[src/rtl/adder_pkg.sv]
// Shared definitions for the bit-serial adder.
// FSM state encoding and default operand width.
package adder_pkg;

    localparam int WIDTH_DEF = 8;

    typedef enum logic [1:0] {
        IDLE  = 2'd0,
        SHIFT = 2'd1,
        DONE  = 2'd2
    } state_t;

endpackage

[src/rtl/fulladder.sv]
// Single-bit full adder cell.
// Pure combinational bit-slice.
module fulladder (
    input  logic a,
    input  logic b,
    input  logic cin,
    output logic s,
    output logic cout
);

    assign s    = a ^ b ^ cin;
    assign cout = (a & b) | (cin & (a ^ b));

endmodule

[src/rtl/serial_adder.sv]
// Bit-serial WIDTH-bit adder: one full adder, one bit per clock.
// start/busy/done handshake; result held until the next completion.
module serial_adder
    import adder_pkg::*;
#(
    parameter int WIDTH = WIDTH_DEF
) (
    input  logic             clk,
    input  logic             rst,
    input  logic             start,
    input  logic [WIDTH-1:0] a,
    input  logic [WIDTH-1:0] b,
    input  logic             cin,
    output logic             busy,
    output logic             done,
    output logic [WIDTH-1:0] sum,
    output logic             cout
);

    localparam int CW = $clog2(WIDTH + 1);

    state_t           state;
    state_t           state_nx;
    logic [WIDTH-1:0] a_sr;
    logic [WIDTH-1:0] b_sr;
    logic [WIDTH-1:0] s_sr;
    logic [WIDTH-1:0] a_nx;
    logic [WIDTH-1:0] b_nx;
    logic [WIDTH-1:0] s_nx;
    logic [CW-1:0]    cnt;
    logic             carry;
    logic             fa_s;
    logic             fa_co;
    logic             accept;
    logic             last;

    fulladder u_fa (
        .a    (a_sr[0]),
        .b    (b_sr[0]),
        .cin  (carry),
        .s    (fa_s),
        .cout (fa_co)
    );

    assign accept = start && (state != SHIFT);
    assign last   = (state == SHIFT) && (cnt == CW'(WIDTH - 1));
    assign busy   = (state == SHIFT);
    assign done   = (state == DONE);

    // State register.
    always_ff @(posedge clk) begin
        if (rst) begin
            state <= IDLE;
        end else begin
            state <= state_nx;
        end
    end

    // Next-state: DONE accepts a new start just like IDLE.
    always_comb begin
        state_nx = state;
        unique case (state)
            IDLE:    if (start) state_nx = SHIFT;
            SHIFT:   if (last) state_nx = DONE;
            DONE:    state_nx = start ? SHIFT : IDLE;
            default: state_nx = IDLE;
        endcase
    end

    // Shifted operand/result values; new sum bit enters at the MSB.
    always_comb begin
        a_nx = a_sr >> 1;
        b_nx = b_sr >> 1;
        s_nx = s_sr >> 1;
        s_nx[WIDTH-1] = fa_s;
    end

    // Datapath: load on accept, shift while busy, publish on last bit.
    always_ff @(posedge clk) begin
        if (rst) begin
            a_sr  <= '0;
            b_sr  <= '0;
            s_sr  <= '0;
            carry <= 1'b0;
            cnt   <= '0;
            sum   <= '0;
            cout  <= 1'b0;
        end else if (accept) begin
            a_sr  <= a;
            b_sr  <= b;
            carry <= cin;
            cnt   <= '0;
        end else if (state == SHIFT) begin
            a_sr  <= a_nx;
            b_sr  <= b_nx;
            s_sr  <= s_nx;
            carry <= fa_co;
            cnt   <= cnt + CW'(1);
            if (last) begin
                sum  <= s_nx;
                cout <= fa_co;
            end
        end
    end

endmodule

[config.mk]
export PLATFORM = sky130hd
export DESIGN_NAME = serial_adder
export DESIGN_NICKNAME = d
export VERILOG_FILES = /design/src/rtl/adder_pkg.sv /design/src/rtl/fulladder.sv /design/src/rtl/serial_adder.sv
export SDC_FILE = /design/constraint.sdc
export NUM_CORES = 1
export LEC_CHECK = 0
export CAP_MARGIN = 10
export CORE_MARGIN = 8
export CORE_UTILIZATION = 53
export CTS_BUF_LIST = sky130_fd_sc_hd__clkbuf_4 sky130_fd_sc_hd__clkbuf_8
export DETAILED_ROUTE_END_ITERATION = 10
export HOLD_SLACK_MARGIN = 0.12
export PLACE_DENSITY = 0.85
export SLEW_MARGIN = 5
export SYNTH_ARGS = -nofsm -noshare
export SYNTH_HDL_FRONTEND = slang
export SYNTH_SLANG_ARGS = --single-unit
export TNS_END_PERCENT = 20
[constraint.sdc]
create_clock -name clk -period 1.6 [get_ports clk]
set_input_delay 0.16 -clock clk [delete_from_list [all_inputs] [get_ports clk]]
set_output_delay 0.16 -clock clk [all_outputs]
set_load 0.01 [all_outputs]
Word level (Yosys, flattened, before mapping). Cells that the tools add are included.

Add/sub/neg operators: 1. Equality and inequality tests: 6. Multiplexer cells: 10. Bitwise logic cells: 6. Reduce and logical (&&, ||, !) cells: 8.

Operators by type and width (count): 2-to-1 mux 8 bit (4); one-hot mux 2 bit (3 select lines) (1); adder 4 x 1 -> 4 bit, second input constant (1); == test 4 x 3 -> 1 bit, second input constant (1); 2-to-1 mux 2 bit (2); != test 2 x 1 -> 1 bit, second input constant (2); AND reduction 2 bit (2); 2-to-1 mux 1 bit (3); AND reduction 3 bit (1); bitwise AND 1 bit (2); == test 2 x 1 -> 1 bit, second input constant (1); == test 2 bit, second input constant (1); logical AND 1 bit (2); logical NOT 2 bit (1); != test 2 bit, second input constant (1); nonzero test 2 bit (1); OR reduction 2 bit (1); XOR 1 bit (2); NOT 1 bit (1); bitwise OR 1 bit (1).

Register bits: 40. Input port bits: 20. Output and inout port bits: 11. Logic and storage cells: 39.

Logic depth before layout (Yosys ltp).
Word-level depth: 5. Mapped depth: 6. Mapped depth without buffers: 4.

Modules after synthesis. From an unflattened synthesis, not the netlist that was laid out.

Cells, all modules: 174. Area total of the unflattened synthesis: 1672.9 um2.

Modules (own cells, without submodules): serial_adder (times used 1, cells an instance 173, area each 1652.8 um2, seq. area each 780.7 um2); fulladder (times used 1, cells an instance 1, area each 20.0 um2, seq. area each 0.0 um2).

Least setup slack after synthesis. OpenSTA, ideal clock, no wires.

Kind: register to register. Start: reg cnt[0]. End: reg cout. Library setup time: 0.072 ns. Data arrival time: 1.130 ns. Data required time: 1.528 ns. Slack: 0.398 ns. Stages on the path, launching flop included: 5. Path buffers: 0. Clock period less this slack: 1.202 ns. Cell sequence: dfxtp_1 > ha_1 > nand3b_1 > nor2_4 > mux2i_1.

Cells in the longest elaborated chain, start to end: 3.

Ends and longest elaborated chain: start: declaration (RTL line serial_adder.sv:30) `logic [CW-1:0] cnt;`; start signal: assignment (RTL line serial_adder.sv:98) `cnt <= cnt + CW'(1);`; == test 4 x 3 -> 1 bit (RTL line serial_adder.sv:46) `assign last = (state == SHIFT) && (cnt == CW'(WIDTH - 1));`; logical AND 1 bit (RTL line serial_adder.sv:46); AND reduction 3 bit (no source line); end signal: assignment (RTL line serial_adder.sv:101) `cout <= fa_co;`; end: declaration (RTL line serial_adder.sv:17) `output logic cout`.

No other way between the ends. A chain may end at the register's enable or synchronous reset.

Worst setup path after layout.
Start: reg sum[1]. End: out sum[1].

RTL lines: start: declaration (RTL line serial_adder.sv:16) `output logic [WIDTH-1:0] sum,`; start signal: assignment (RTL line serial_adder.sv:100) `sum <= s_nx;`.

No word-level cell between the ends.

==> reports/qor.csv <==
metric,value,unit
fraction of final layout cells with drive strength greater than 1,7.389,%
LEAKAGE,0.0007968,uW
result of the run,"finished, final reports clean",
Hold Path Cell Cnt,3,
Final Critical Period,1.407,ns
synthesized-area fraction occupied by xor and xnor cells,0,%
final cell count without fillers,247,
"commonest cells after routing, fill and taps aside","39 x dfxtp_1, 28 x clkdlybuf4s50_1, 26 x mux2i_1",
Routed Antenna Nets,0,
total length of routed wires,3343,um
area overhead of the layout relative to synthesis,24.76,%
Yosys reg bits,39,
Hold Path Origin,a[7],
Max Cap Viol,0,
max_slew headroom,77.18,%
Min-Delay Endpoint,a_sr[7]$_SDFFE_PP0P_,
worst hold path class,input pin to flip-flop,
clock-pin slew on the worst setup and hold paths,0.11,ns
internal power consumption,1357,uW
number of diodes added for antenna fixing,0,
Sink Count,39,
adder-cell share of the synthesized area,1.945,%
total global routing track utilization,13.93,%
number of vias in the routed layout,1322,
WP data required,1.44,ns
main area contributors after synthesis,"dfxtp_1 47%, mux2i_1 16%, nand2b_1 7.5%",
element type at the critical path start,flip-flop,
ratio of final minimum period to clock period,87.95,%
Setup CP Type,flip-flop to output pin,
maximum VDD drop,0.6190,mV
final setup violation count,0,
pre-CTS setup slack,0.2182,ns
number of I/O pins,31,
critical path capture point type,output pin,
data arrival time of the critical path,1.25,ns
largest net degree at the start of global routing,49,
share of synthesized area occupied by flip-flops and latches,46.67,%
share of total power in sequential cells,57.7,%
wire length of the first global-routing pass,5796,um
"basic-gate share of the synthesized area counting and, or, nand and nor cells",19.52,%
switching share of power,25.28,%
CTS tree,built,
dominant combinational cell family by area after synthesis,simple AND/OR/NAND/NOR gates,
Fillers,244,
Routed WL per cell,13.53,um
share of the synthesized area in compound gates (AO/OA/AOI/OAI),11.14,%
final weighted congestion in routability-driven placement,0.6926,
portion of synthesized cell area occupied by the leading cell type,46.67,%
post-cts hold buffer count,0,
launching element of the worst setup path,sum[1]$_SDFFE_PP0P_,
clock network fraction of design power,28.4,%
Core Footprint,3028,um2
"leading cell type in the layout, fill and taps excluded",dfxtp_1,
number of cells on the worst reg-to-reg path,4,
antenna violations before repair,0,
vias in the first global route,1340,
mux cell area share after synthesis,16.45,%
clock latency at the later pin of the worst-skew pair,0.35,ns
number of DRC violations after detailed-routing iteration 0,76,
ordered list of cells on the worst path,clkdlybuf4s50_1,
endpoint of the worst-slack reg-to-reg timing path,cout$_SDFFE_PP0P_,
via count normalized by instance count,5.352,
delay of the slowest critical-path stage,0.54,ns
number of I/O port buffers,30,
aggregate global routing overflow,0,
slowest cell on the critical path,clkdlybuf4s50_1,
cell type with the highest aggregate area in the netlist,dfxtp_1,
buffers plus inverters on the worst setup path,1,
kind of cell adding the most delay to the critical path,buffers and inverters,
starting utilization of the core area,55.25,%
DRC Markers,0,
# placed instances,239,
Detailed Routing Iterations Pass 1,4,
number of instances in the synthesized netlist,174,
Logic pwr share,13.9,%
Worst-Margin Slew,0.3415,ns
Final nets,224,
setup repair after global routing missed its margin,false,
startpoint of the most critical register-to-register path,cnt[0]$_SDFFE_PP0N_,
final hold violation count,0,
minimum setup slack among reg-to-reg paths,0.22,ns
clock root cell,clkbuf_4,
total clock buffers created by CTS,5,
number of H-tree levels,2,
setup TNS,0,ns
Sw Pwr,459.1,uW
ratio of total power to cell area,870.1,nW/um2
count of synthesis-stage warnings from yosys,0,
Layout Skew,0.007319,ns
worst hold-check slack,0.4495,ns
die width,72.18,um
FMAX,710.6,MHz
synthesized net count,196,
Post-Synthesis Cell Area,1673,um2
Post CTS Setup Buffer Count,0,
worst-case clock buffer depth,2,
"crit path setup slack, layout",0.1928,ns
detailed-placement wirelength estimate,2351,um
synthesized area divided by synthesized cell count,9.614,um2
Core Rows,20,
maximum fanout encountered on the critical timing path,2,
count of final max-slew check failures,0,
full die area,5210,um2
synth unique cells,23,
die height,72.18,um
## worst max path at each step
stage                                     end  slack [ns]  cells after the start
after floorplan             cout$_SDFFE_PP0P_        0.40                      4
after global placement    cnt[2]$_SDFFE_PP0N_        0.28                      4
after detailed placement  sum[6]$_SDFFE_PP0P_        0.22                      4
after CTS                                done        0.07                      2
after global routing        cout$_SDFFE_PP0P_        0.09                      4
final                                  sum[1]        0.19                      1
## registers in the layout, summed over array words and instances (netlist names)
name and count:
a_sr 8, b_sr 8, sum 8, s_sr 7, cnt 4, state 2, carry 1, cout 1
## layout make-up
cell class	instances	area [um2]	area share, %
Inverter	1	3.754	0.1799
Clock inverter	1	5.005	0.2398
Sequential cell	39	780.7	37.41
Timing Repair Buffer	34	369.1	17.69
Multi-Input combinational cell	121	820.8	39.33
Clock buffer	7	52.55	2.518
Tap cell	44	55.05	2.638
## logic make-up after synthesis
kind of cell | count (synthesis)
muxes | 27
adders and majority gates | 2
and+or+nand+nor | 64
DFF | 39
buffers and inverters | 14
AOI/OAI and AO/OA | 28
## metrics by stage
stage,util (%),cell area [um2],total power (uW)
2_1_floorplan,-,1673,1225
3_3_place_gp,66.98,2028,1308
3_5_place_dp,66.98,2028,1322
4_1_cts,68.84,2085,1828
5_1_grt,68.93,2087,1899
6_report,68.93,2087,1816
## repair_timing
action,4_1_cts,5_1_grt
hold endpoints to repair,0,0
resized for setup,1,1
cloned,0,0
endpoints found under the setup margin,1,1
## Yosys cell counts (all sizes together)
master   n
nand2b  20
nor2    17
a211oi  16
clkbuf   7
buf      6
inv      1
a31oi    1
nand3    2
fa       1
nor3     3
nand2   15
or3      1
a21oi   11
nor2b    2
ha       1
mux2i   26
nand3b   4
dfxtp   39
mux2     1
## metal layers
layer  GRT usage [%]  wire length [um]
met5               0                 0
met4           6.349                62
met3           5.647               198
met2           23.67              1648
met1           14.67              1434
## power by group through the flow
| stage | combinational (uW) | sequential, uW | clock (uW) |
|---|---|---|---|
| after detailed placement | 253 | 1070 | 0 |
| after CTS | 253 | 1050 | 528 |
| after floorplan | 164 | 1060 | 0 |
| after global routing | 278 | 1050 | 567 |
| final | 252 | 1050 | 517 |
| after global placement | 242 | 1070 | 0 |
No activity file was read; power rests on OpenSTA's default activity.
